`config.mk`:
```
export PLATFORM = sky130hd
export DESIGN_NAME = reduction_sequencer
export DESIGN_NICKNAME = d
export VERILOG_FILES = /design/src/rtl/reduction_sequencer.sv
export SDC_FILE = /design/constraint.sdc
export NUM_CORES = 1
export LEC_CHECK = 0
export ABC_AREA = 1
export CAP_MARGIN = 20
export CORE_MARGIN = 5
export CORE_UTILIZATION = 39
export CTS_CLUSTER_DIAMETER = 50
export DETAILED_ROUTE_END_ITERATION = 10
export HOLD_SLACK_MARGIN = 0.12
export PLACE_DENSITY = 0.95
export SYNTH_ARGS = -nofsm -noshare
export SYNTH_HDL_FRONTEND = slang
export SYNTH_SLANG_ARGS = --single-unit
export TNS_END_PERCENT = 20
```
`constraint.sdc`:
```
create_clock -name clk_i -period 4.2 [get_ports clk_i]
set_input_delay 0.84 -clock clk_i [delete_from_list [all_inputs] [get_ports clk_i]]
set_output_delay 0.84 -clock clk_i [all_outputs]
set_load 0.05 [all_outputs]
```
`src/rtl/reduction_sequencer.sv`:
```
// Sequences N chunks through an external adder tree and accumulates one scalar per job; optional stall counter under REDUCTION_SEQ_PERF_CNT_EN.
// Latency: result valid the cycle after the last chunk; input ready only in ACCUM; result and state hold while out_ready_i is low.
module reduction_sequencer #(
  parameter int NUM_INPUTS = 8,
  parameter int DATAW      = 8,
  parameter int MAX_CHUNKS = 16,
  parameter int TREE_DATAW = DATAW + $clog2(NUM_INPUTS),
  parameter int ACCW       = TREE_DATAW + $clog2(MAX_CHUNKS),
  parameter int CNTW       = $clog2(MAX_CHUNKS) + 1
) (
  input  logic                             clk_i,
  input  logic                             rst_ni,
  input  logic                             cfg_valid_i,
  output logic                             cfg_ready_o,
  input  logic [CNTW-1:0]                  cfg_num_chunks_i,
  input  logic                             cfg_sign_unsign_ni_i,
  input  logic                             in_valid_i,
  output logic                             in_ready_o,
  input  logic [NUM_INPUTS-1:0][DATAW-1:0] in_data_i,
  output logic [NUM_INPUTS-1:0][DATAW-1:0] tree_data_o,
  output logic                             tree_sign_unsign_no,
  input  logic [TREE_DATAW-1:0]            tree_sum_i,
  output logic                             out_valid_o,
  input  logic                             out_ready_i,
  output logic [ACCW-1:0]                  out_data_o,
  output logic                             busy_o,
  output logic [31:0]                      perf_stall_o
);

  typedef enum logic [1:0] {
    IDLE  = 2'd0,
    ACCUM = 2'd1,
    DONE  = 2'd2
  } state_e;

  state_e          state_q, state_d;
  logic [CNTW-1:0] num_q, cnt_q, num_clamped;
  logic            sign_q;
  logic [ACCW-1:0] acc_q, sum_ext;
  logic            cfg_fire, in_fire, last_chunk;

  assign num_clamped = (cfg_num_chunks_i > CNTW'(MAX_CHUNKS)) ? CNTW'(MAX_CHUNKS)
                                                              : cfg_num_chunks_i;
  assign cfg_fire    = (state_q == IDLE) && cfg_valid_i;
  assign in_fire     = (state_q == ACCUM) && in_valid_i;
  assign last_chunk  = (cnt_q == (num_q - CNTW'(1)));
  assign sum_ext     = sign_q ? ACCW'($signed(tree_sum_i)) : ACCW'(tree_sum_i);

  always_ff @(posedge clk_i) begin
    if (!rst_ni) begin
      state_q <= IDLE;
    end else begin
      state_q <= state_d;
    end
  end

  // Handshake outputs decode from the registered state only.
  always_comb begin
    state_d             = state_q;
    cfg_ready_o         = 1'b0;
    in_ready_o          = 1'b0;
    out_valid_o         = 1'b0;
    busy_o              = 1'b1;
    tree_data_o         = '0;
    tree_sign_unsign_no = sign_q;
    case (state_q)
      IDLE: begin
        cfg_ready_o = 1'b1;
        busy_o      = 1'b0;
        if (cfg_valid_i) begin
          state_d = (num_clamped == '0) ? DONE : ACCUM;
        end
      end
      ACCUM: begin
        in_ready_o  = 1'b1;
        tree_data_o = in_data_i;
        if (in_valid_i && last_chunk) begin
          state_d = DONE;
        end
      end
      DONE: begin
        out_valid_o = 1'b1;
        if (out_ready_i) begin
          state_d = IDLE;
        end
      end
      default: begin
        state_d = IDLE;
      end
    endcase
  end

  always_ff @(posedge clk_i) begin
    if (!rst_ni) begin
      acc_q  <= '0;
      cnt_q  <= '0;
      num_q  <= '0;
      sign_q <= 1'b0;
    end else if (cfg_fire) begin
      acc_q  <= '0;
      cnt_q  <= '0;
      num_q  <= num_clamped;
      sign_q <= cfg_sign_unsign_ni_i;
    end else if (in_fire) begin
      acc_q <= acc_q + sum_ext;
      cnt_q <= cnt_q + CNTW'(1);
    end
  end

  assign out_data_o = acc_q;

`ifdef REDUCTION_SEQ_PERF_CNT_EN
  logic [31:0] perf_q;

  // Counts ACCUM cycles where the streamer had nothing to offer.
  always_ff @(posedge clk_i) begin
    if (!rst_ni) begin
      perf_q <= '0;
    end else if (cfg_fire) begin
      perf_q <= '0;
    end else if ((state_q == ACCUM) && !in_valid_i) begin
      perf_q <= perf_q + 32'd1;
    end
  end

  assign perf_stall_o = perf_q;
`else
  assign perf_stall_o = '0;
`endif

endmodule

```
==> flow_metrics.py, run 1 <==
metrics = {
    "outcome": {
        "run_status": "complete, no violations",
    },
    "synth": {
        "synth.cell_area_um2": 2910,
        "yosysUniqueCellTypes": 35,
        "synth-seq-area-share_pct": 19.3,
        "post_synth.cell_area_avg_um2": 5.95,
        "synth-seq-cells": 28,
        "ys.warnings.count": 0,
        "synthesis.instances": 489,
    },
    "finish": {
        "fillCellCount": 659,
        "multi_input_comb_area_um2": 1700,
        "seqCellArea_um2": 561,
        "final_area_um2": 4600,
        "nNetsFinal": 755,
        "layout.cells.most_common": "clkdlybuf4s50_1",
        "mostFrequentLayoutCells": "clkdlybuf4s50_1, inv_1, nor2_1",
        "synthToLayoutAreaGrowth_pct": 58.0,
        "utilization_pct": 63.4,
        "drive_gt1_share_pct": 5.07,
        "insertedDiodeCount": 0,
    },
    "worst_setup_path": {
        "timing.critical_path.mode_cell": "inv_2",
        "crit_fanout": 48,
        "rr_endpoint": "out_data_o[8]$_SDFFE_PP0P_",
        "worst_ep_arrival_time_ns": 2.60,
        "worst_path_max_delay_cell": "clkdlybuf4s50_1",
        "ff2ff_path_depth": 8,
        "worst_r2r_startpoint": "out_data_o[0]$_SDFFE_PP0P_",
        "capturing_element_type_of_the_critical_path": "primary output",
        "critPathRequiredTime_ns": 3.36,
        "critPathLaunchType": "flop",
        "ff2ff_setup_slack_ns": 2.43,
        "path_cells": "inv_2, nor2_4, inv_2, buf_4, nor2_1, clkdlybuf4s50_1",
        "critPathMaxStageDelay_ns": 0.85,
        "worstSetupPathType": "flop to primary output",
    },
    "pwr": {
        "total_power_w": 0.00192,
        "power.switching_w": 0.00107,
        "power_switching_share_pct": 55.9,
        "comb_power_share_pct": 72.1,
        "vdd.ir_drop.worst_mv": 0.288,
        "power_frac_seq_pct": 16.8,
        "internal-power_w": 0.000846,
        "static-leakage-power_nw": 2.33,
        "pwr-share-clk_pct": 11.2,
        "power_density_nw_per_um2": 417,
    },
    "timing": {
        "rsz0062_at_grt": "no",
        "worst-slew-pin-transition_ns": 0.776,
        "min_period_over_period_pct": 81.9,
        "timing.final.hold_violations": 0,
        "timing.slew.headroom_pct": 48.2,
        "timing.setup.tns_ns": 0,
        "fin_crit_ns": 3.44,
        "hold_slack_ns": 0.500,
        "max_freq_mhz": 291,
        "report.final.setup_viol": 0,
        "fin_worst_skew_ns": 0.00349,
        "maxSlewViolCount": 0,
    },
    "drt": {
        "post_route_drc": 0,
        "wl_mm": 11.1,
        "detail-route-antenna-nets": 0,
        "dr.pass1.iters": 4,
        "vias": 3443,
        "route.detailed.wl_per_inst_um": 14.8,
        "drt-vias-per-instance": 4.59,
        "drtIter0Drc": 184,
    },
    "placement": {
        "count_of_buffers_inserted_at_the_top_level_ports": 169,
        "placed_cell_area_um2": 4530,
        "gp_routability_congestion": 0.952,
        "place_hpwl_mm": 9.42,
    },
    "floorplanning": {
        "die_y_um": 96.4,
        "fp.dieArea_um2": 9290,
        "die_x_um": 96.4,
        "start_util_pct": 40.1,
        "design.core.area_um2": 7250,
        "num_rows": 31,
        "io_pins": 202,
    },
    "global_routing": {
        "gr-usage-all-layers_pct": 22.0,
        "grt_start_max_net_pins": 49,
        "via_count_of_the_first_global_routing_pass": 3395,
        "number_of_antenna_violations_at_the_first_check_in_global_routing": 1,
        "gr-total-overflow": 0,
        "grt_pass1_wl_mm": 16.2,
    },
    "clocking": {
        "cts-root-to-sink-buffers": 2,
        "post_cts_hold_buffers": 0,
        "clk-insertion-delay-late_ns": 0.27,
        "cts_tree": "done",
        "clkTransAtPathRegs_ns": 0.10,
        "cts_repair_resize_count": 0,
        "clock_tree.htree_level_count": 1,
        "clock_tree.root_cell": "clkbuf_8",
        "numCtsBuffers": 3,
        "post_cts.repair.setup_buffers": 0,
        "tritoncts_num_sinks": 28,
    },
    "min_path": {
        "hp-class": "flop to flop",
        "hp-start": "cnt_q[3]$_SDFFE_PP0P_",
        "worst_hold_path.endpoint": "cnt_q[3]$_SDFFE_PP0P_",
        "worst_hold_path.num_cells": 1,
    },
    "flow_run": {
        "maxCapViolations": 0,
    },
}
[through the flow]
step	std cells	setup slack, ns
finish	750	0.760
CTS	750	0.722
global route	750	0.604
global placement	746	0.842
detailed placement	746	0.898
floorplan	520	1.60
[power by group through the flow]
| stage | registers (W) | clock network [W] | logic (W) |
|---|---|---|---|
| 3_5_place_dp | 0.000327 | 0 | 0.00138 |
| 2_1_floorplan | 0.000380 | 0 | 0.000908 |
| 3_3_place_gp | 0.000325 | 0 | 0.00136 |
| 4_1_cts | 0.000321 | 0.000218 | 0.00139 |
| 5_1_grt | 0.000326 | 0.000231 | 0.00146 |
| 6_report | 0.000321 | 0.000214 | 0.00138 |
[logic make-up after synthesis]
family | count (synthesis) | synth area share, %
flops | 28 | 19.3
fa+ha+maj | 17 | 7.57
simple gates | 217 | 33.0
compound gates | 59 | 11.6
xor+xnor | 7 | 2.11
other cells | 1 | 0.129
buf+inv | 160 | 26.4
[critical path, delay by kind of cell (launching register included)]
family,cells,cell delay [ns]
buffers and inverters,4,1.57
flip-flops,1,0.44
AND/OR/NAND/NOR,2,0.31
[worst max path at each step]
stage / start / end / slack, ns / cells past startpoint
2_1_floorplan: state_q[0]$_SDFFE_PN0P_ / tree_data_o[10] / 1.60 / 5
3_3_place_gp: in_data_i[55] / tree_data_o[55] / 0.84 / 4
3_5_place_dp: in_data_i[55] / tree_data_o[55] / 0.90 / 4
4_1_cts: state_q[0]$_SDFFE_PN0P_ / tree_data_o[61] / 0.72 / 6
5_1_grt: state_q[0]$_SDFFE_PN0P_ / tree_data_o[14] / 0.60 / 6
6_report: state_q[0]$_SDFFE_PN0P_ / tree_data_o[5] / 0.76 / 6
[cell usage after synthesis (all sizes together)]
| cell type | n | area [um2] |
|---|---|---|
| a31o | 1 | 8.76 |
| inv | 116 | 435 |
| a21oi | 23 | 126 |
| fa | 1 | 20.0 |
| nand4 | 7 | 43.8 |
| clkinv | 1 | 8.76 |
| conb | 1 | 3.75 |
| dfxtp | 28 | 561 |
| nor3 | 2 | 15.0 |
| a211oi | 1 | 7.51 |
| xnor2 | 2 | 17.5 |
| xor2 | 5 | 43.8 |
| and2 | 1 | 6.26 |
| buf | 42 | 318 |
| ha | 16 | 200 |
| o21bai | 4 | 30.0 |
| nand3 | 27 | 150 |
| nand2 | 86 | 343 |
| nor2 | 94 | 402 |
| o21a | 6 | 45.0 |
| clkbuf | 1 | 5.00 |
| o21ai | 24 | 120 |
[sequential cells by signal, summed over array words and instances (netlist names)]
signal,flops
out_data_o,15
tree_sign_unsign_no,1
cnt_q,5
num_q,5
state_q,2
[cell type report]
cell class | count | share of cell area, %
multi-input cells | 332 | 37.0
repair buffers | 170 | 37.0
flip-flops and latches | 28 | 12.2
inverters | 117 | 9.66
well taps | 99 | 2.69
clock buffers | 3 | 0.898
clock inverters | 1 | 0.653
[layer usage]
| metal | global-route usage (%) | routed length, um | up-vias |
|---|---|---|---|
| met2 | 41.1 | 5630 | 140 |
| li1 | - | - | 1728 |
| met5 | 0 | 9 | - |
| met3 | 5.11 | 997 | 32 |
| met1 | 24.0 | 4040 | 1541 |
| met4 | 8.06 | 410 | 2 |
Power figures use the tool's default switching activity.
==> run 2, diff against run 1 <==
- CORE_UTILIZATION: 39 -> 33
- PLACE_DENSITY: 0.95 -> 0.87
- clock period: 4.2 -> 2.8 ns (I/O delays scaled with it)
==> flow_metrics.py, run 2 (synthesized netlist as in run 1, its figures left out) <==
metrics = {
    "outcome": {
        "run_status": "complete, no violations",
    },
    "finish": {
        "largest_register_ffs": 15,
        "mostFrequentLayoutCells": "inv_1, clkdlybuf4s50_1, nor2_1",
        "nNetsFinal": 755,
        "layout.cells.most_common": "inv_1",
        "drive_gt1_share_pct": 14.9,
        "insertedDiodeCount": 0,
        "final_area_um2": 4560,
        "fillCellCount": 841,
        "synthToLayoutAreaGrowth_pct": 56.6,
    },
    "floorplanning": {
        "start_util_pct": 33.5,
        "design.core.area_um2": 8680,
        "fp.dieArea_um2": 10800,
        "die_y_um": 104,
        "num_rows": 34,
        "die_x_um": 104,
        "io_pins": 202,
    },
    "drt": {
        "route.detailed.wl_per_inst_um": 14.3,
        "dr.max_layer_used": "met4",
        "dr.pass1.iters": 4,
        "wl_mm": 10.8,
        "met2_wirelength_mm": 5.50,
        "post_route_drc": 0,
        "drt-met1-wl_mm": 4.27,
        "wl_met3_um": 761,
        "vias": 3393,
        "detail-route-antenna-nets": 0,
        "drtIter0Drc": 169,
        "drt-vias-per-instance": 4.47,
    },
    "placement": {
        "count_of_buffers_inserted_at_the_top_level_ports": 169,
        "placed_cell_area_um2": 4500,
        "place_hpwl_mm": 9.28,
        "gp_routability_congestion": 0.890,
    },
    "global_routing": {
        "via_count_of_the_first_global_routing_pass": 3273,
        "grt_pass1_wl_mm": 17.1,
        "grt_start_max_net_pins": 54,
        "number_of_antenna_violations_at_the_first_check_in_global_routing": 0,
        "gr-usage-all-layers_pct": 19.1,
        "gr-total-overflow": 0,
    },
    "clocking": {
        "cts_repair_resize_count": 0,
        "post_cts_hold_buffers": 0,
        "numCtsBuffers": 3,
        "post_cts.repair.setup_buffers": 0,
        "clkTransAtPathRegs_ns": 0.10,
        "cts_tree": "done",
        "clock_tree.root_cell": "clkbuf_8",
        "tritoncts_num_sinks": 28,
        "cts-root-to-sink-buffers": 2,
        "clk-insertion-delay-late_ns": 0.28,
        "clock_tree.htree_level_count": 1,
    },
    "timing": {
        "report.final.setup_viol": 0,
        "timing.slew.headroom_pct": 65.1,
        "worst-slew-pin-transition_ns": 0.522,
        "timing.setup.tns_ns": 0,
        "maxSlewViolCount": 0,
        "min_period_over_period_pct": 85.9,
        "rsz0062_at_grt": "no",
        "fin_crit_ns": 2.41,
        "max_freq_mhz": 416,
        "timing.final.hold_violations": 0,
        "fin_worst_skew_ns": 0.00475,
    },
    "worst_setup_path": {
        "worstSetupPathType": "flop to primary output",
        "critPathLaunchType": "flop",
        "critPathRequiredTime_ns": 2.24,
        "crit_fanout": 53,
        "worst_ep_arrival_time_ns": 1.85,
        "capturing_element_type_of_the_critical_path": "primary output",
    },
    "pwr": {
        "pwr-share-clk_pct": 9.2,
        "power_density_nw_per_um2": 620,
        "power.switching_w": 0.00162,
        "power_switching_share_pct": 57.3,
        "internal-power_w": 0.00121,
        "vdd.ir_drop.worst_mv": 0.264,
        "comb_power_share_pct": 73.7,
        "static-leakage-power_nw": 2.47,
        "power_frac_seq_pct": 17.1,
    },
    "flow_run": {
        "maxCapViolations": 0,
    },
    "min_path": {
        "hp-class": "flop to flop",
    },
}
run 2: cell types whose count changed in the layout (fill, tap and decap cells not counted), sizes merged:
cell,before,now
clkbuf,3,4
bufinv,1,0
buf,1,65
clkdlybuf4s50,169,105
run 2: worst paths after layout:
path	from	end	slack, ns	cells past startpoint
worst max-delay path	state_q[0]$_SDFFE_PN0P_	tree_data_o[31]	0.39	6
worst min-delay path	cnt_q[3]$_SDFFE_PP0P_	cnt_q[3]$_SDFFE_PP0P_	0.51	1
worst max register to register	out_data_o[6]$_SDFFE_PP0P_	out_data_o[13]$_SDFFE_PP0P_	1.02	7
worst min register to register	cnt_q[3]$_SDFFE_PP0P_	cnt_q[3]$_SDFFE_PP0P_	0.51	1
run 2: worst max-delay path, stage by stage, from the launching register on:
cell,delay [ns]
dfxtp_1,0.44
inv_2,0.07
nor2_4,0.18
inv_2,0.13
buf_4,0.30
nor2_1,0.20
buf_4,0.22
run 2: cell type report:
| cell class | count | area [um2] | share of cell area [%] |
|---|---|---|---|
| clock buffer | 4 | 55.1 | 1.21 |
| tap | 108 | 135 | 2.96 |
| sequential | 28 | 561 | 12.3 |
| timing repair buffer | 170 | 1660 | 36.5 |
| inverter | 117 | 444 | 9.74 |
| multi-input combinational | 332 | 1700 | 37.3 |
run 2: stage by stage:
step | power (W) | util [%] | hold slack [ns] | setup WS (ns) | instances
finish | 0.00282 | 52.5 | 0.507 | 0.394 | 759
global route | 0.00298 | 52.5 | 0.526 | 0.302 | 759
CTS | 0.00285 | 52.5 | 0.508 | 0.384 | 759
detailed placement | 0.00258 | 51.9 | 0.484 | 0.402 | 755
global placement | 0.00256 | 51.9 | 0.470 | 0.459 | 755
floorplan | 0.00193 | - | 0.447 | 0.485 | 520
run 2: routing by layer:
metal | GRT usage [%] | vias to the layer above
met3 | 4.59 | 14
li1 | - | 1736
met4 | 4.81 | 0
met5 | 0 | -
met2 | 36.2 | 129
met1 | 21.1 | 1514
run 2: power by group through the flow:
stage / combinational (W) / sequential, W / clock, W
2_1_floorplan: 0.00136 / 0.000570 / 0
3_3_place_gp: 0.00207 / 0.000490 / 0
3_5_place_dp: 0.00209 / 0.000492 / 0
4_1_cts: 0.00210 / 0.000484 / 0.000265
5_1_grt: 0.00220 / 0.000490 / 0.000282
6_report: 0.00208 / 0.000484 / 0.000259
==> run 3, diff against run 2 <==
- GPL_TIMING_DRIVEN: not set -> 1
- SETUP_SLACK_MARGIN: not set -> 0.15
==> results of run 3 <==
Same layout as run 2: the final DEF is identical, and so are final timing and power.
